[src/rtl/k423_id_pkg.sv]
// Shared types and constants for the ID-stage decoded-instruction queue.
// The info vector layout is common to every group so EX can slice it without re-decoding.
package k423_id_pkg;

  localparam int CORE_XLEN     = 32;
  localparam int CORE_INST_W   = 32;
  localparam int INST_GRP_W    = 5;
  localparam int INST_INFO_W   = 7;
  localparam int INST_SYS_W    = 6;
  localparam int INST_RSDIDX_W = 5;
  localparam int RSD_SIZE_W    = 2;

  localparam int GRP_ALU = 0;
  localparam int GRP_MDU = 1;
  localparam int GRP_LSU = 2;
  localparam int GRP_BJU = 3;
  localparam int GRP_CSR = 4;

  localparam int SYS_FENCE   = 0;
  localparam int SYS_FENCE_I = 1;
  localparam int SYS_ECALL   = 2;
  localparam int SYS_EBREAK  = 3;
  localparam int SYS_MRET    = 4;
  localparam int SYS_WFI     = 5;

  // info[2:0] funct3, [3] sub/sra, [4] immediate operand (ALU) or zimm form (CSR),
  // [5] LUI / JAL / store, [6] AUIPC / JALR / load
  localparam int INFO_F3  = 0;
  localparam int INFO_ALT = 3;
  localparam int INFO_IMM = 4;
  localparam int INFO_K5  = 5;
  localparam int INFO_K6  = 6;

  localparam logic [6:0] OPC_LOAD     = 7'b0000011;
  localparam logic [6:0] OPC_MISC_MEM = 7'b0001111;
  localparam logic [6:0] OPC_OP_IMM   = 7'b0010011;
  localparam logic [6:0] OPC_AUIPC    = 7'b0010111;
  localparam logic [6:0] OPC_STORE    = 7'b0100011;
  localparam logic [6:0] OPC_OP       = 7'b0110011;
  localparam logic [6:0] OPC_LUI      = 7'b0110111;
  localparam logic [6:0] OPC_BRANCH   = 7'b1100011;
  localparam logic [6:0] OPC_JALR     = 7'b1100111;
  localparam logic [6:0] OPC_JAL      = 7'b1101111;
  localparam logic [6:0] OPC_SYSTEM   = 7'b1110011;

  localparam logic [31:0] INST_ECALL  = 32'h0000_0073;
  localparam logic [31:0] INST_EBREAK = 32'h0010_0073;
  localparam logic [31:0] INST_MRET   = 32'h3020_0073;
  localparam logic [31:0] INST_WFI    = 32'h1050_0073;

  typedef struct packed {
    logic [INST_GRP_W-1:0]    grp;
    logic [INST_INFO_W-1:0]   info;
    logic [INST_SYS_W-1:0]    sys;
    logic                     ill;
    logic                     rs1_vld;
    logic                     rs2_vld;
    logic                     rd_vld;
    logic [INST_RSDIDX_W-1:0] rs1_idx;
    logic [INST_RSDIDX_W-1:0] rs2_idx;
    logic [INST_RSDIDX_W-1:0] rd_idx;
    logic [CORE_XLEN-1:0]     imm;
    logic [RSD_SIZE_W-1:0]    load_size;
    logic [RSD_SIZE_W-1:0]    store_size;
  } dec_t;

  typedef struct packed {
    logic [CORE_XLEN-1:0] pc;
    dec_t                 dec;
  } dec_rec_t;

endpackage

[src/rtl/k423_id_decode_rv32.sv]
// Combinational RV32I(+M, +Zicsr) decoder producing one queue record (without pc).
// Illegal encodings collapse to an all-zero record with only the ill flag set.
module k423_id_decode_rv32
  import k423_id_pkg::*;
#(
  parameter bit EN_M     = 1'b1,
  parameter bit EN_ZICSR = 1'b1
) (
  input  logic [CORE_INST_W-1:0] inst,
  output dec_t                   dec
);

  logic [6:0]  opc;
  logic [6:0]  f7;
  logic [2:0]  f3;
  logic [31:0] imm_i, imm_s, imm_b, imm_u, imm_j, shamt;

  assign opc   = inst[6:0];
  assign f3    = inst[14:12];
  assign f7    = inst[31:25];
  assign imm_i = {{20{inst[31]}}, inst[31:20]};
  assign imm_s = {{20{inst[31]}}, inst[31:25], inst[11:7]};
  assign imm_b = {{20{inst[31]}}, inst[7], inst[30:25], inst[11:8], 1'b0};
  assign imm_u = {inst[31:12], 12'b0};
  assign imm_j = {{12{inst[31]}}, inst[19:12], inst[20], inst[30:21], 1'b0};
  assign shamt = {27'b0, inst[24:20]};

  dec_t d;
  logic ill;

  // NOTE: every field gets a default before the case so no path leaves a latch behind.
  always_comb begin
    d   = '0;
    ill = 1'b0;
    case (opc)
      OPC_OP: begin
        d.rs1_vld = 1'b1;
        d.rs2_vld = 1'b1;
        d.rd_vld  = 1'b1;
        d.info[INFO_F3 +: 3] = f3;
        if (f7 == 7'b0000000 || (f7 == 7'b0100000 && (f3 == 3'b000 || f3 == 3'b101))) begin
          d.grp[GRP_ALU]  = 1'b1;
          d.info[INFO_ALT] = f7[5];
        end else if (f7 == 7'b0000001 && EN_M) begin
          d.grp[GRP_MDU] = 1'b1;
        end else begin
          ill = 1'b1;
        end
      end
      OPC_OP_IMM: begin
        d.grp[GRP_ALU]  = 1'b1;
        d.rs1_vld       = 1'b1;
        d.rd_vld        = 1'b1;
        d.info[INFO_F3 +: 3] = f3;
        d.info[INFO_IMM] = 1'b1;
        d.imm            = imm_i;
        if (f3 == 3'b001) begin
          ill   = (f7 != 7'b0000000);
          d.imm = shamt;
        end else if (f3 == 3'b101) begin
          ill   = !(f7 == 7'b0000000 || f7 == 7'b0100000);
          d.info[INFO_ALT] = f7[5];
          d.imm = shamt;
        end
      end
      OPC_LUI, OPC_AUIPC: begin
        d.grp[GRP_ALU]   = 1'b1;
        d.rd_vld         = 1'b1;
        d.info[INFO_K5]  = (opc == OPC_LUI);
        d.info[INFO_K6]  = (opc == OPC_AUIPC);
        d.imm            = imm_u;
      end
      OPC_BRANCH: begin
        ill            = (f3 == 3'b010 || f3 == 3'b011);
        d.grp[GRP_BJU] = 1'b1;
        d.rs1_vld      = 1'b1;
        d.rs2_vld      = 1'b1;
        d.info[INFO_F3 +: 3] = f3;
        d.imm          = imm_b;
      end
      OPC_JAL: begin
        d.grp[GRP_BJU]  = 1'b1;
        d.rd_vld        = 1'b1;
        d.info[INFO_K5] = 1'b1;
        d.imm           = imm_j;
      end
      OPC_JALR: begin
        ill             = (f3 != 3'b000);
        d.grp[GRP_BJU]  = 1'b1;
        d.rs1_vld       = 1'b1;
        d.rd_vld        = 1'b1;
        d.info[INFO_K6] = 1'b1;
        d.imm           = imm_i;
      end
      OPC_LOAD: begin
        ill             = (f3 == 3'b011 || f3 == 3'b110 || f3 == 3'b111);
        d.grp[GRP_LSU]  = 1'b1;
        d.rs1_vld       = 1'b1;
        d.rd_vld        = 1'b1;
        d.info[INFO_F3 +: 3] = f3;
        d.info[INFO_K6] = 1'b1;
        d.imm           = imm_i;
        d.load_size     = f3[1:0];
      end
      OPC_STORE: begin
        ill             = (f3 > 3'b010);
        d.grp[GRP_LSU]  = 1'b1;
        d.rs1_vld       = 1'b1;
        d.rs2_vld       = 1'b1;
        d.info[INFO_F3 +: 3] = f3;
        d.info[INFO_K5] = 1'b1;
        d.imm           = imm_s;
        d.store_size    = f3[1:0];
      end
      OPC_MISC_MEM: begin
        if (f3 == 3'b000)      d.sys[SYS_FENCE]   = 1'b1;
        else if (f3 == 3'b001) d.sys[SYS_FENCE_I] = 1'b1;
        else                   ill = 1'b1;
      end
      OPC_SYSTEM: begin
        if (f3 == 3'b000) begin
          case (inst)
            INST_ECALL:  d.sys[SYS_ECALL]  = 1'b1;
            INST_EBREAK: d.sys[SYS_EBREAK] = 1'b1;
            INST_MRET:   d.sys[SYS_MRET]   = 1'b1;
            INST_WFI:    d.sys[SYS_WFI]    = 1'b1;
            default:     ill = 1'b1;
          endcase
        end else if (f3 == 3'b100 || !EN_ZICSR) begin
          ill = 1'b1;
        end else begin
          // rs1 field carries either the source register or the 5-bit zimm
          d.grp[GRP_CSR]   = 1'b1;
          d.info[INFO_F3 +: 3] = f3;
          d.info[INFO_IMM] = f3[2];
          d.rs1_vld        = ~f3[2];
          d.rd_vld         = 1'b1;
          d.imm            = {20'b0, inst[31:20]};
        end
      end
      default: ill = 1'b1;
    endcase

    d.rs1_idx = (d.rs1_vld || d.grp[GRP_CSR]) ? inst[19:15] : '0;
    d.rs2_idx = d.rs2_vld ? inst[24:20] : '0;
    d.rd_idx  = d.rd_vld  ? inst[11:7]  : '0;

    if (inst[1:0] != 2'b11 || inst == '0 || inst == '1) ill = 1'b1;
    if (ill) begin
      d     = '0;
      d.ill = 1'b1;
    end
    dec = d;
  end

endmodule

[src/rtl/k423_id_decq.sv]
// ID-stage decoded-instruction queue: decode at enqueue, FIFO of records, head to EX.
// if_rdy_o depends only on registered occupancy, so EX back-pressure never reaches IF combinationally.
module k423_id_decq
  import k423_id_pkg::*;
#(
  parameter int DEPTH    = 2,
  parameter bit EN_M     = 1'b1,
  parameter bit EN_ZICSR = 1'b1
) (
  input  logic                         clk_i,
  input  logic                         rst_n_i,
  input  logic                         flush_i,
  input  logic                         if_vld_i,
  output logic                         if_rdy_o,
  input  logic [CORE_INST_W-1:0]       if_inst_i,
  input  logic [CORE_XLEN-1:0]         if_pc_i,
  output logic                         id_vld_o,
  input  logic                         ex_rdy_i,
  output logic [CORE_XLEN-1:0]         id_pc_o,
  output logic [INST_GRP_W-1:0]        id_grp_o,
  output logic [INST_INFO_W-1:0]       id_info_o,
  output logic [INST_SYS_W-1:0]        id_sys_o,
  output logic                         id_ill_o,
  output logic                         id_rs1_vld_o,
  output logic                         id_rs2_vld_o,
  output logic                         id_rd_vld_o,
  output logic [INST_RSDIDX_W-1:0]     id_rs1_idx_o,
  output logic [INST_RSDIDX_W-1:0]     id_rs2_idx_o,
  output logic [INST_RSDIDX_W-1:0]     id_rd_idx_o,
  output logic [CORE_XLEN-1:0]         id_imm_o,
  output logic [RSD_SIZE_W-1:0]        id_load_size_o,
  output logic [RSD_SIZE_W-1:0]        id_store_size_o,
  output logic [$clog2(DEPTH+1)-1:0]   id_cnt_o
);

  localparam int PTR_W = $clog2(DEPTH);
  localparam int CNT_W = $clog2(DEPTH + 1);

  dec_rec_t          mem [DEPTH];
  dec_t              dec;
  dec_rec_t          head;
  logic [PTR_W-1:0]  wptr, rptr;
  logic [CNT_W-1:0]  cnt;
  logic              enq, deq;

  k423_id_decode_rv32 #(.EN_M(EN_M), .EN_ZICSR(EN_ZICSR)) u_dec (
    .inst (if_inst_i),
    .dec  (dec)
  );

  assign if_rdy_o = (cnt != CNT_W'(DEPTH));
  assign id_vld_o = (cnt != '0);
  assign enq      = if_vld_i & if_rdy_o & ~flush_i;
  assign deq      = id_vld_o & ex_rdy_i & ~flush_i;

  // NOTE: entry storage is deliberately not reset; stale payload is masked by id_vld_o below.
  always_ff @(posedge clk_i) begin
    if (enq) mem[wptr] <= '{pc: if_pc_i, dec: dec};
  end

  // NOTE: state flops use non-blocking assignments so every reader sees the pre-edge value.
  always_ff @(posedge clk_i or negedge rst_n_i) begin
    if (!rst_n_i) begin
      wptr <= '0;
      rptr <= '0;
      cnt  <= '0;
    end else if (flush_i) begin
      wptr <= '0;
      rptr <= '0;
      cnt  <= '0;
    end else begin
      if (enq) wptr <= wptr + PTR_W'(1);
      if (deq) rptr <= rptr + PTR_W'(1);
      case ({enq, deq})
        2'b10:   cnt <= cnt + CNT_W'(1);
        2'b01:   cnt <= cnt - CNT_W'(1);
        default: cnt <= cnt;
      endcase
    end
  end

  assign head = id_vld_o ? mem[rptr] : '0;

  assign id_pc_o         = head.pc;
  assign id_grp_o        = head.dec.grp;
  assign id_info_o       = head.dec.info;
  assign id_sys_o        = head.dec.sys;
  assign id_ill_o        = head.dec.ill;
  assign id_rs1_vld_o    = head.dec.rs1_vld;
  assign id_rs2_vld_o    = head.dec.rs2_vld;
  assign id_rd_vld_o     = head.dec.rd_vld;
  assign id_rs1_idx_o    = head.dec.rs1_idx;
  assign id_rs2_idx_o    = head.dec.rs2_idx;
  assign id_rd_idx_o     = head.dec.rd_idx;
  assign id_imm_o        = head.dec.imm;
  assign id_load_size_o  = head.dec.load_size;
  assign id_store_size_o = head.dec.store_size;
  assign id_cnt_o        = cnt;

endmodule

[config.mk]
export PLATFORM = sky130hd
export DESIGN_NAME = k423_id_decq
export DESIGN_NICKNAME = d
export VERILOG_FILES = /design/src/rtl/k423_id_pkg.sv /design/src/rtl/k423_id_decode_rv32.sv /design/src/rtl/k423_id_decq.sv
export SDC_FILE = /design/constraint.sdc
export NUM_CORES = 1
export LEC_CHECK = 0
export BUFFER_PORTS_ARGS = -buffer_cell sky130_fd_sc_hd__buf_2
export CAP_MARGIN = 20
export CORE_ASPECT_RATIO = 1.5
export CORE_MARGIN = 5
export CORE_UTILIZATION = 50
export DETAILED_ROUTE_END_ITERATION = 10
export GPL_ROUTABILITY_DRIVEN = 0
export GPL_TIMING_DRIVEN = 0
export PLACE_DENSITY = 0.73
export SKIP_LAST_GASP = 1
export SLEW_MARGIN = 20
export SYNTH_ARGS = -nofsm -noshare
export SYNTH_HDL_FRONTEND = slang
export SYNTH_HIERARCHICAL = 1
export SYNTH_SLANG_ARGS = --single-unit
[constraint.sdc]
create_clock -name clk_i -period 28.3 [get_ports clk_i]
set_input_delay 2.83 -clock clk_i [delete_from_list [all_inputs] [get_ports clk_i]]
set_output_delay 2.83 -clock clk_i [all_outputs]
set_load 0.005 [all_outputs]
# Word level (Yosys, flattened, before mapping)
# Memory sizes are Yosys's and may differ from the RTL's.
# Cells that the tools add are included.
dict set report totals {
  n_memories 1
  out_inout_bits 109
  reg_bits 4
  ram_bits 210
}
dict set report op_classes {
  mux 68
  add_sub_neg 4
  magnitude_cmp 1
  n_bitwise 6
  eq_ne 29
  n_reduce_logical 32
}
# memory depth width rd rd_clocked_by_memory_dff wr line
set memory_table {}
lappend memory_table {mem 2 105 1 0 1 k423_id_decq.sv:39} ;# dec_rec_t mem [DEPTH];
# operator count
set ops {}
lappend ops {{32-bit one-hot mux with 7 select lines} 1}
lappend ops {{105-bit 2-to-1 mux} 1}
lappend ops {{32-bit 2-to-1 mux} 3}
lappend ops {{73-bit 2-to-1 mux} 1}
lappend ops {{1-bit 2-to-1 mux} 40}
lappend ops {{32-bit by 21-bit equality test with 1-bit output (second input constant)} 1}
lappend ops {{32-bit by 29-bit equality test with 1-bit output (second input constant)} 1}
lappend ops {{32-bit by 30-bit equality test with 1-bit output (second input constant)} 1}
lappend ops {{32-bit equality test (second input constant)} 1}
lappend ops {{32-bit by 7-bit equality test with 1-bit output (second input constant)} 1}
lappend ops {{32-bit zero test} 1}
lappend ops {{7-bit by 6-bit equality test with 1-bit output (second input constant)} 4}
lappend ops {{7-bit equality test (second input constant)} 4}
lappend ops {{5-bit 2-to-1 mux} 3}
lappend ops {{7-bit by 5-bit equality test with 1-bit output (second input constant)} 2}
lappend ops {{1-bit one-hot mux with 2 select lines} 7}
lappend ops {{3-bit equality test (second input constant)} 4}
lappend ops {{12-bit 2-to-1 mux} 1}
lappend ops {{3-bit OR reduction} 4}
lappend ops {{1-bit logical OR} 9}
lappend ops {{1-bit one-hot mux with 9 select lines} 1}
lappend ops {{2-bit 2-to-1 mux} 4}
lappend ops {{4-bit 2-to-1 mux} 2}
lappend ops {{2-bit OR reduction} 4}
lappend ops {{28 further kinds} 39}

# Logic depth before layout (Yosys ltp)
# Gate-level depths: netlist of run 1.
dict set report logic_depth {
  depth_word 8
  depth_mapped 9
  ltp_nobuf 6
}

# Modules after synthesis
# The synthesis of run 1 kept the hierarchy.
# mod area_each_um2 cells_each instances
set by_module_without_submodules {}
lappend by_module_without_submodules {k423_id_decq 8102.8 470 1}
lappend by_module_without_submodules {k423_id_decode_rv32 1637.8 287 1}

# Least setup slack after synthesis of run 1
# No wires, ideal clock.
dict set report synth_timing {
  path_type {input-to-reg}
  startpoint {input port if_vld_i}
  endpoint {memory mem[1][0] (netlist bit) (enable)}
  stages 2
  arrival_ns 10.477
  setup_time_ns 0.718
  required_ns 27.582
  path_slack_ns 17.105
  cell_sequence {nand2_1 -> nor3b_1}
}
dict set report synth_between {
  elab_chain_len 4
}
# element line
set synth_lines {}
lappend synth_lines {{from (decl)} k423_id_decq.sv:13} ;# input logic if_vld_i,
lappend synth_lines {{1-bit bitwise AND (2 in a row)} k423_id_decq.sv:53} ;# assign enq = if_vld_i & if_rdy_o & ~flush_i;
lappend synth_lines {{1-bit 2-to-1 mux} k423_id_decq.sv:58} ;# if (enq) mem[wptr] <= '{pc: if_pc_i, dec: dec};
lappend synth_lines {{1-bit 2-to-1 mux (not written as such)} k423_id_decq.sv:58}
lappend synth_lines {{to (decl)} k423_id_decq.sv:39}
# No other way between the ends.

# Final worst setup path of run 1
dict set report layout_timing {
  startpoint {register cnt[0] (netlist: id_cnt_o[0])}
  endpoint {output port id_pc_o[12]}
}
dict set report layout_between {
  elab_chain_len 2
}
# element line
set layout_lines {}
lappend layout_lines {{from (decl)} k423_id_decq.sv:43} ;# logic [CNT_W-1:0] cnt;
lappend layout_lines {{from (signal assigned)} k423_id_decq.sv:75} ;# 2'b10: cnt <= cnt + CNT_W'(1);
lappend layout_lines {{from (signal assigned)} k423_id_decq.sv:76} ;# 2'b01: cnt <= cnt - CNT_W'(1);
lappend layout_lines {{from (signal assigned)} k423_id_decq.sv:77} ;# default: cnt <= cnt;
lappend layout_lines {{2-bit nonzero test} k423_id_decq.sv:52} ;# assign id_vld_o = (cnt != '0);
lappend layout_lines {{105-bit 2-to-1 mux} k423_id_decq.sv:82} ;# assign head = id_vld_o ? mem[rptr] : '0;
lappend layout_lines {{to (decl)} k423_id_decq.sv:19} ;# output logic [CORE_XLEN-1:0] id_pc_o,
# No other way between the ends.

==> run_results.csv, run 1 <==
group,metric,value,unit
route,wl,23600,µm
logic_synthesis,synth_top_area_frac,0.647,
layout,final_nets,1044,
route,firstDrtPassIters,8,
sta,slew_headroom,0.404,
clocking,cts_resized,0,
logic_synthesis,syn_inst,757,
grt,grt_antenna_before_repair,0,
clocking,insertion_delay,0.49,ns
route,ant_nets,0,
placed_design,dpl_cell_area,11100,µm²
clocking,numCtsBuffers,20,
clocking,hold_buffers,0,
logic_synthesis,synth_area,9740,µm²
route,avgRoutedWirePerCell,19.0,µm
clocking,cts_root_buf,"clkbuf_16",
clocking,clk_pin_slew,0.06,ns
floorplan,fp-row-count,62,
layout,n_fill_cell,1504,
grt,grtUsageTotal,0.205,
route,drt_iter0_drc,620,
logic_synthesis,ys_seq_area_frac,0.658,
logic_synthesis,synth-edff-count,210,
clocking,h-tree-depth,1,
grt,overflow,0,
route,viasPerCell,5.59,
setup_path,setup.worst_path.end_class,"output port",
floorplan,dieArea,22400,µm²
logic_synthesis,synth.distinct_cells,60,
layout,n_antenna_cell,0,
min_path,hold_path.class,"flop to flop",
job,max-cap-violations,0,
logic_synthesis,post-synth-top-area-cell,"edfxtp_1",
setup_path,cp_max_fo,10,
power_and_ir_drop,peakVddDrop,52.9,µV
logic_synthesis,synth_ff_type,"edfxtp_1",
power_and_ir_drop,p_leak,4.24,nW
clocking,post-cts-setup-buffers,0,
grt,grt_max_degree,16,
sta,rsz0062_at_grt,"no",
floorplan,core,19200,µm²
sta,report.final.slew_viol_count,0,
sta,hold_violations,0,
placed_design,place.detailed.hpwl,18000,µm
layout,drive_gt1_frac,0.281,
clocking,cts_tree,"done",
sta,min_period,5.26,ns
floorplan,pin_count,178,
setup_path,critPathKind,"flop to output port",
route,drc_errors,0,
setup_path,startpoint_type,"flop",
floorplan,start_util,0.508,
logic_synthesis,ys_warn_count,6,
setup_path,crit_arrival,2.43,ns
layout,syn2layout_area_growth,21.0,%
route,vias,6958,
power_and_ir_drop,p_per_area,59.1,nW/µm²
placed_design,io_buffers,172,
outcome,status,"finished, final reports clean",
logic_synthesis,synth.avg_cell_area,12.9,µm²
grt,grt_pass1_vias,6896,
logic_synthesis,syn-num-nets,826,
setup_path,crit_required,25.47,ns
floorplan,die_w,124,µm
sta,setup_tns,0,ns
logic_synthesis,async_flop_share,0.0187,
logic_synthesis,ys_ff_latch,214,
sta,max_freq,0.190,GHz
floorplan,dieHeight,181,µm
clocking,clock_path_buffers,3,
grt,grt_pass1_wl,35800,µm
layout,stdcell_area,11800,µm²
sta,fin_skew,0.0116,ns
logic_synthesis,ys_top_cells_by_area,"edfxtp_1, mux2i_1, nor2_1",
clocking,numClockSinks,214,
sta,worst_pin_slew,0.872,ns
sta,finalCritPeriodShare,0.186,
sta,setup_violations,0,
per-layer routing:
layer	vias to the layer above	GRT usage	share of wire
li1	3280	-	-
met1	3276	0.243	0.37
met2	342	0.366	0.51
met3	60	0.0404	0.088
met4	0	0.0706	0.033
met5	-	0	0
placed cells by master, fill, tap and decap left out, types with 4 or more instances in the layout:
master,count
buf_6,10
nand4_1,7
a21oi_1,6
dfrtp_1,4
edfxtp_1,210
clkbuf_16,21
a22oi_1,26
buf_4,23
buf_2,204
or3_1,4
nand2_1,36
nand3_1,19
nor2_1,119
nor3b_1,4
clkbuf_1,21
nor3_1,64
mux2i_1,105
inv_1,8
o21ai_0,13
nor4_1,13
and2_1,4
where the power goes:
| part | internal (mW) | total [mW] | switching, mW |
|---|---|---|---|
| clock network | 0.154 | 0.261 | 0.107 |
| logic | 0.0306 | 0.0772 | 0.0465 |
| registers | 0.356 | 0.359 | 0.00251 |
stage by stage:
step                total power, mW  worst slack [ns]  hold slack, ns  cells  utilization
detailed placement            0.443             22.84           0.598   1209        0.581
finish                        0.697             23.04           0.613   1244        0.615
CTS                           0.703             22.99           0.605   1244        0.615
global route                  0.725             22.88           0.660   1244        0.615
floorplan                     0.412             17.11           0.529    757            -
global placement              0.443             12.86           0.552   1185        0.570
final cells by class:
type                       instances  area, µm²  area share
clock buffer                      25        541      0.0459
clock inverter                    10        106     0.00902
multi-input combinational        476       3010       0.255
sequential                       214       6410       0.544
inverter                           9       33.8     0.00287
tap                              256        320      0.0272
buffer                            58        303      0.0257
timing repair buffer             196       1070      0.0906
cell usage after synthesis (2+ instances only):
master,count
buf_4,6
nor4_1,13
nand4_1,7
buf_2,32
mux2i_1,105
a311oi_1,2
a22oi_1,26
o211ai_1,2
nor3_1,65
or3_1,4
o22ai_1,3
nor2b_1,3
o21ai_0,13
and2_1,4
clkbuf_1,17
and4b_1,2
nor4b_1,2
edfxtp_1,210
a21oi_1,6
nand2_1,36
dfrtp_1,4
inv_1,8
a31oi_1,3
buf_6,3
or4b_1,2
nor2_1,119
nand2b_1,3
nor3b_1,5
nand3_1,19
and3_1,3
critical path, stage by stage (launching register included):
cell	delay [ns]
dfrtp_1	0.46
nor2_2	0.61
buf_2	0.40
buf_2	0.26
nor2_1	0.07
buf_2	0.12
sequential cells by signal, summed over array words and instances (netlist names):
register	cells
id_cnt_o	2
wptr	1
mem	210
rptr	1
kinds of logic after synthesis:
logic type	after synthesis	synth area share
buffers and inverters	67	0.0346
multiplexers	105	0.108
XOR/XNOR	1	0.000899
AO/OA/AOI/OAI	73	0.0531
AND/OR/NAND/NOR	297	0.146
flip-flops	214	0.658
path summary, 6_finish.rpt:
| kind | startpoint | end | slack, ns | cells past startpoint |
|---|---|---|---|---|
| worst max-delay path | id_cnt_o[0]$_DFFE_PN0P_ | id_pc_o[12] | 23.04 | 5 |
| worst min-delay path | wptr$_DFFE_PN0P_ | wptr$_DFFE_PN0P_ | 0.61 | 2 |
| worst max register to register | id_cnt_o[1]$_DFFE_PN0P_ | mem[1][59]$_DFFE_PP_ | 25.10 | 11 |
| worst min register to register | wptr$_DFFE_PN0P_ | wptr$_DFFE_PN0P_ | 0.61 | 2 |
| max in group asynchronous | rst_n_i | wptr$_DFFE_PN0P_ | 26.04 | 1 |
| min in group asynchronous | rst_n_i | id_cnt_o[1]$_DFFE_PN0P_ | 2.14 | 1 |
Power figures use the tool's default switching activity.
==> run 2: changes to the inputs <==
--- a/config.mk
+++ b/config.mk
@@ -13,7 +13,7 @@
 export DETAILED_ROUTE_END_ITERATION = 10
 export GPL_ROUTABILITY_DRIVEN = 0
 export GPL_TIMING_DRIVEN = 0
-export PLACE_DENSITY = 0.73
+export PLACE_DENSITY = 0.76
 export SKIP_LAST_GASP = 1
 export SLEW_MARGIN = 20
 export SYNTH_ARGS = -nofsm -noshare
==> constraint.sdc (replaced) <==
create_clock -name clk_i -period 4.55 [get_ports clk_i]
set_input_delay 0.455 -clock clk_i [delete_from_list [all_inputs] [get_ports clk_i]]
set_output_delay 0.455 -clock clk_i [all_outputs]
set_load 0.005 [all_outputs]
==> run 2 against run 1 <==
- routed wire length is 0.58% higher
- design area up 0.13%
- sequential cell count did not move
- setup slack worse by 21 ns
- critical path depth did not move
- register-to-register slack worse by 23 ns
- critical endpoint is now id_pc_o[27]
- highest routed layer unchanged
- die area is the same
- count of clock-buffer cells in the layout is 1 lower
- utilization rose by 0.078 points
- sequential power rose to 6.2 times the previous value
- critical path type unchanged
- first-iteration DRC count increased by 6.5%
==> run_results.csv, run 2 (synthesized netlist as in run 1, its figures left out) <==
group,metric,value,unit
outcome,status,"finished, final reports clean",
placed_design,placed_cells_incl_taps,1200,
route,firstDrtPassIters,6,
sta,setup_tns,0,ns
route,wl,23800,µm
power_and_ir_drop,peakVddDrop,310,µV
grt,grt_antenna_before_repair,0,
grt,overflow,0,
grt,grt_pass1_wl,36200,µm
clocking,h-tree-depth,1,
layout,n_antenna_cell,0,
clocking,cts_root_buf,"clkbuf_16",
route,ant_nets,0,
setup_path,path_buf_inv,3,
sta,fin_skew,0.00895,ns
grt,grt_max_degree,17,
clocking,insertion_delay,0.49,ns
sta,report.final.slew_viol_count,0,
layout,layout_commonest_cell,"edfxtp_1",
route,drc_errors,0,
layout,stdcell_count,1236,
floorplan,dieHeight,181,µm
sta,max_freq,0.351,GHz
clocking,clock_path_buffers,3,
setup_path,crit_arrival,2.39,ns
sta,setup_violations,0,
clocking,clk_pin_slew,0.06,ns
layout,stdcell_area,11800,µm²
clocking,cts_tree,"done",
sta,slew_headroom,0.465,
min_path,hold_path.class,"input port to flop",
setup_path,startpoint_type,"flop",
route,viasPerCell,5.59,
placed_design,io_buffers,172,
floorplan,pin_count,178,
placed_design,place.detailed.hpwl,17900,µm
route,avgRoutedWirePerCell,19.2,µm
setup_path,cp_common_cell,"buf_2",
layout,post-route-util,0.616,
floorplan,start_util,0.508,
layout,top_register,"mem",
setup_path,setup.worst_path.end_class,"output port",
sta,hold_violations,0,
floorplan,core,19200,µm²
layout,final_cell_mix,"edfxtp_1, buf_2, nor2_1, mux2i_1, nor3_1",
clocking,numCtsBuffers,21,
layout,final_nets,1037,
layout,largest_reg_flops,210,
grt,grtUsageTotal,0.206,
setup_path,critPathKind,"flop to output port",
setup_path,critical-path-max-stage-delay,0.60,ns
job,max-cap-violations,0,
setup_path,cp_max_fo,10,
setup_path,critPathSlowestCell,"nor2_2",
setup_path,path_cells,"nor2_2 -> buf_2 -> buf_2 -> nor2_1 -> buf_2",
layout,n_fill_cell,1555,
floorplan,fp-row-count,62,
route,vias,6908,
floorplan,die_w,124,µm
setup_path,crit_required,4.09,ns
placed_design,dpl_cell_area,11100,µm²
setup_path,crit_family,"buffers and inverters",
layout,drive_gt1_frac,0.276,
sta,worst_pin_slew,0.798,ns
floorplan,dieArea,22400,µm²
route,drt_iter0_drc,660,
grt,grt_pass1_vias,6809,
power_and_ir_drop,p_per_area,370,nW/µm²
sta,min_period,2.85,ns
sta,finalCritPeriodShare,0.626,
power_and_ir_drop,p_leak,4.22,nW
layout,syn2layout_area_growth,21.1,%
sta,rsz0062_at_grt,"no",
clocking,numClockSinks,214,
[run 2: what timing repair did]
| item | 4_1_cts | 5_1_grt |
|---|---|---|
| hold endpoints to repair | 4 | 0 |
| hold buffers | 1 | 0 |
| resized for setup | 0 | 0 |
| setup buffers | 0 | 0 |
[run 2: final timing paths]
kind,cells after the start,endpoint,startpoint,slack (ns)
worst max-delay path,5,id_pc_o[27],id_cnt_o[0]$_DFFE_PN0P_,1.70
worst min-delay path,1,mem[0][79]$_DFFE_PP_,if_pc_i[6],0.15
worst max register to register,8,mem[1][15]$_DFFE_PP_,id_cnt_o[1]$_DFFE_PN0P_,1.97
worst min register to register,2,wptr$_DFFE_PN0P_,wptr$_DFFE_PN0P_,0.65
max in group asynchronous,2,rptr$_DFFE_PN0P_,rst_n_i,4.12
min in group asynchronous,2,id_cnt_o[0]$_DFFE_PN0P_,rst_n_i,0.30
[run 2: final cells by class]
type | instances | area (µm²) | share of cell area
inverter | 9 | 33.8 | 0.00286
clock inverter | 11 | 114 | 0.00965
sequential | 214 | 6410 | 0.543
buffer | 58 | 303 | 0.0257
tap | 256 | 320 | 0.0271
timing repair buffer | 188 | 1070 | 0.0903
multi-input combinational | 476 | 3020 | 0.256
clock buffer | 24 | 537 | 0.0455
[run 2: power by group]
part	internal [mW]	switching, mW
Clock	0.960	0.694
Sequential	2.22	0.0159
Combinational	0.192	0.291
Total	3.37	1.00
[run 2: routing by layer]
metal / track usage / wire length [µm]
met1: 0.235 / 8490
met3: 0.0354 / 1850
met4: 0.0838 / 1030
met5: 0 / 0
met2: 0.375 / 12400
[run 2: through the flow]
stage                     worst slack [ns]  power, mW  hold WS [ns]
after floorplan                      0.565       2.55         0.159
after global placement              -0.795       2.74         0.268
after detailed placement              1.70       2.76         0.270
after CTS                             1.56       4.41         0.129
after global routing                  1.54       4.54         0.135
final                                 1.70       4.37         0.148
==> run 3: changes to the inputs <==
--- a/config.mk
+++ b/config.mk
@@ -5,6 +5,7 @@
 export SDC_FILE = /design/constraint.sdc
 export NUM_CORES = 1
 export LEC_CHECK = 0
+export ABC_AREA = 1
 export BUFFER_PORTS_ARGS = -buffer_cell sky130_fd_sc_hd__buf_2
 export CAP_MARGIN = 20
 export CORE_ASPECT_RATIO = 1.5
==> constraint.sdc (replaced) <==
create_clock -name clk_i -period 2.6 [get_ports clk_i]
set_input_delay 0.26 -clock clk_i [delete_from_list [all_inputs] [get_ports clk_i]]
set_output_delay 0.26 -clock clk_i [all_outputs]
set_load 0.005 [all_outputs]
==> run 3 against run 2 <==
- power up 120%
- non-clock buffer count up 19
- combinational power rose to 6.0 times the previous value
- die area down 0.55%
- utilization up 1.4 points
- sequential cell count unchanged
- setup slack worse by 1.5 ns
- cell count up 18%
- sequential share of layout area down 0.98 points
- first-iteration DRC count up 2.9%
- synthesized cell count up 26%
- critical path type unchanged
- largest power group unchanged
==> run_results.csv, run 3 <==
group,metric,value,unit
outcome,status,"finished, final reports clean",
logic_synthesis,synth_commonest_cells,"nand2_1, edfxtp_1, a21oi_1, nor2_1, inv_1",
logic_synthesis,ys_seq_area_frac,0.662,
setup_path,setup.worst_path.end_class,"output port",
setup_path,r2r-end,"mem[0][60]$_DFFE_PP_",
layout,largest_reg_flops,210,
logic_synthesis,ys_top_cells_by_area,"edfxtp_1, nand2_1, a21oi_1",
placed_design,dpl_cell_area,11100,µm²
layout,final_cell_mix,"nand2_1, edfxtp_1, buf_2, a21oi_1, nor2_1",
layout,syn2layout_area_growth,24.1,%
grt,grt_pass1_wl,39200,µm
logic_synthesis,synth.avg_cell_area,10.2,µm²
sta,min_period,2.35,ns
logic_synthesis,syn-num-nets,1021,
floorplan,die_w,124,µm
clocking,clock_path_buffers,3,
grt,grtUsageTotal,0.225,
sta,hold_violations,0,
sta,rsz0062_at_grt,"no",
min_path,worstHoldEndpoint,"rptr$_DFFE_PN0P_",
sta,setup_violations,0,
setup_path,critPathLaunch,"id_cnt_o[1]$_DFFE_PN0P_",
grt,grt_antenna_before_repair,0,
route,drc_errors,0,
sta,fin_skew,0.00646,ns
layout,final_nets,1260,
route,drt_iter0_drc,679,
grt,top_usage_layer,"met2",
route,vias,7637,
layout,layout_commonest_cell,"nand2_1",
sta,max_freq,0.425,GHz
floorplan,pin_count,178,
logic_synthesis,ys_warn_count,6,
min_path,hold_depth,3,
route,ant_nets,0,
sta,final.setup.worst_slack,0.248,ns
logic_synthesis,syn_inst,952,
route,avgRoutedWirePerCell,17.4,µm
logic_synthesis,synth_ff_type,"edfxtp_1",
route,wl,25400,µm
layout,stdcell_area,12000,µm²
logic_synthesis,synth.distinct_cells,29,
placed_design,io_buffers,173,
floorplan,fp-row-count,62,
clocking,numClockSinks,214,
job,max-cap-violations,0,
layout,drive_gt1_frac,0.246,
clocking,numCtsBuffers,20,
floorplan,start_util,0.507,
clocking,h-tree-depth,1,
grt,grt_max_degree,34,
setup_path,crit_arrival,2.09,ns
sta,slew_headroom,0.504,
clocking,insertion_delay,0.48,ns
min_path,min-delay-start,"ex_rdy_i",
layout,top_register,"mem",
setup_path,r2r_cells,8,
clocking,clk_pin_slew,0.06,ns
grt,globalRouteMet2Util,0.413,
grt,grtUsageMet1,0.255,
clocking,cts_root_buf,"clkbuf_16",
floorplan,dieArea,22300,µm²
setup_path,crit_required,2.34,ns
power_and_ir_drop,peakVddDrop,502,µV
placed_design,preCtsSetupSlack,0.184,ns
logic_synthesis,synth-edff-count,210,
logic_synthesis,async_flop_share,0.0187,
grt,met3_usage,0.0358,
route,firstDrtPassIters,5,
sta,finalCritPeriodShare,0.905,
logic_synthesis,post-synth-top-area-cell,"edfxtp_1",
logic_synthesis,ys_ff_latch,214,
power_and_ir_drop,p_leak,4.76,nW
layout,post-route-util,0.630,
logic_synthesis,synth_top_area_frac,0.651,
sta,worst_pin_slew,0.741,ns
min_path,hold_path.class,"input port to flop",
placed_design,place.detailed.hpwl,18700,µm
logic_synthesis,yosysMostFrequentCell,"nand2_1",
grt,overflow,0,
clocking,cts_resized,0,
grt,grt_pass1_vias,7612,
power_and_ir_drop,p_per_area,816,nW/µm²
layout,n_antenna_cell,0,
clocking,cts_tree,"done",
setup_path,critPathKind,"flop to output port",
logic_synthesis,synth_area,9680,µm²
floorplan,dieHeight,180,µm
route,viasPerCell,5.23,
setup_path,reg2reg_from,"id_cnt_o[0]$_DFFE_PN0P_",
setup_path,cp_max_fo,10,
setup_path,startpoint_type,"flop",
sta,report.final.slew_viol_count,0,
floorplan,core,19100,µm²
setup_path,r2r_setup_slack,0.49,ns
-- run 3: cell count changes after synthesis, sizes merged, moves of 6 or more --
| cell | previous run | this run |
|---|---|---|
| nand2 | 36 | 320 |
| a21oi | 7 | 129 |
| mux2i | 105 | 0 |
| nor3 | 65 | 4 |
| inv | 9 | 48 |
| a22oi | 26 | 4 |
| nor2 | 120 | 136 |
| nor4 | 13 | 1 |
| o21ai | 14 | 5 |
| clkbuf | 17 | 11 |
-- run 3: what timing repair did --
item	CTS	global route
hold endpoints to repair	68	0
hold buffers	33	0
setup buffers	0	0
-- run 3: critical path, cell delays in order (launching register included) --
cell     delay (ns)
dfrtp_1        0.45
nor2_2         0.36
buf_2          0.33
buf_4          0.23
a21oi_1        0.08
buf_2          0.14
-- run 3: layer usage --
metal | share of wire | vias up
li1 | - | 3687
met1 | 0.36 | 3573
met2 | 0.53 | 301
met3 | 0.071 | 76
met4 | 0.038 | 0
met5 | 0 | -
-- run 3: how the worst max path moves through the flow --
stage / to / slack (ns) / depth (start not counted)
global placement: mem[1][58]$_DFFE_PP_ / -2.25 / 4
CTS: id_info_o[0] / 0.18 / 5
detailed placement: mem[0][16]$_DFFE_PP_ / 0.18 / 13
finish: id_info_o[0] / 0.25 / 5
global route: id_rs2_idx_o[0] / 0.12 / 4
floorplan: mem[1][0]$_DFFE_PP_ / -0.95 / 4
-- run 3: kinds of logic after synthesis --
| group | after synthesis | share of synthesized area |
|---|---|---|
| and+or+nand+nor | 496 | 0.211 |
| DFF | 214 | 0.662 |
| AOI/OAI and AO/OA | 146 | 0.0788 |
| buffers and inverters | 96 | 0.0490 |
-- run 3: final cells by class --
type | instances | area, µm²
fillers | 1582 | 7070
flip-flops and latches | 214 | 6410
multi-input cells | 642 | 2820
repair buffers | 217 | 1370
clock buffers | 25 | 541
well taps | 256 | 320
plain buffers | 48 | 294
inverters | 48 | 184
clock inverters | 11 | 82.6
-- run 3: per-stage QoR --
step                cells  setup TNS [ns]  total power [mW]  hold slack (ns)
finish               1461               0              9.81           0.0642
global route         1461               0              10.4           0.0601
CTS                  1461               0              9.91           0.0447
detailed placement   1392               0              7.11           0.0800
global placement     1381         -344.15              7.04           0.0772
floorplan             952         -114.48              5.73          -0.0356
-- run 3: power breakdown --
group	internal, mW	total [mW]	switching, mW
Combinational	1.06	2.90	1.84
Clock	1.58	2.75	1.17
Sequential	4.07	4.15	0.0777
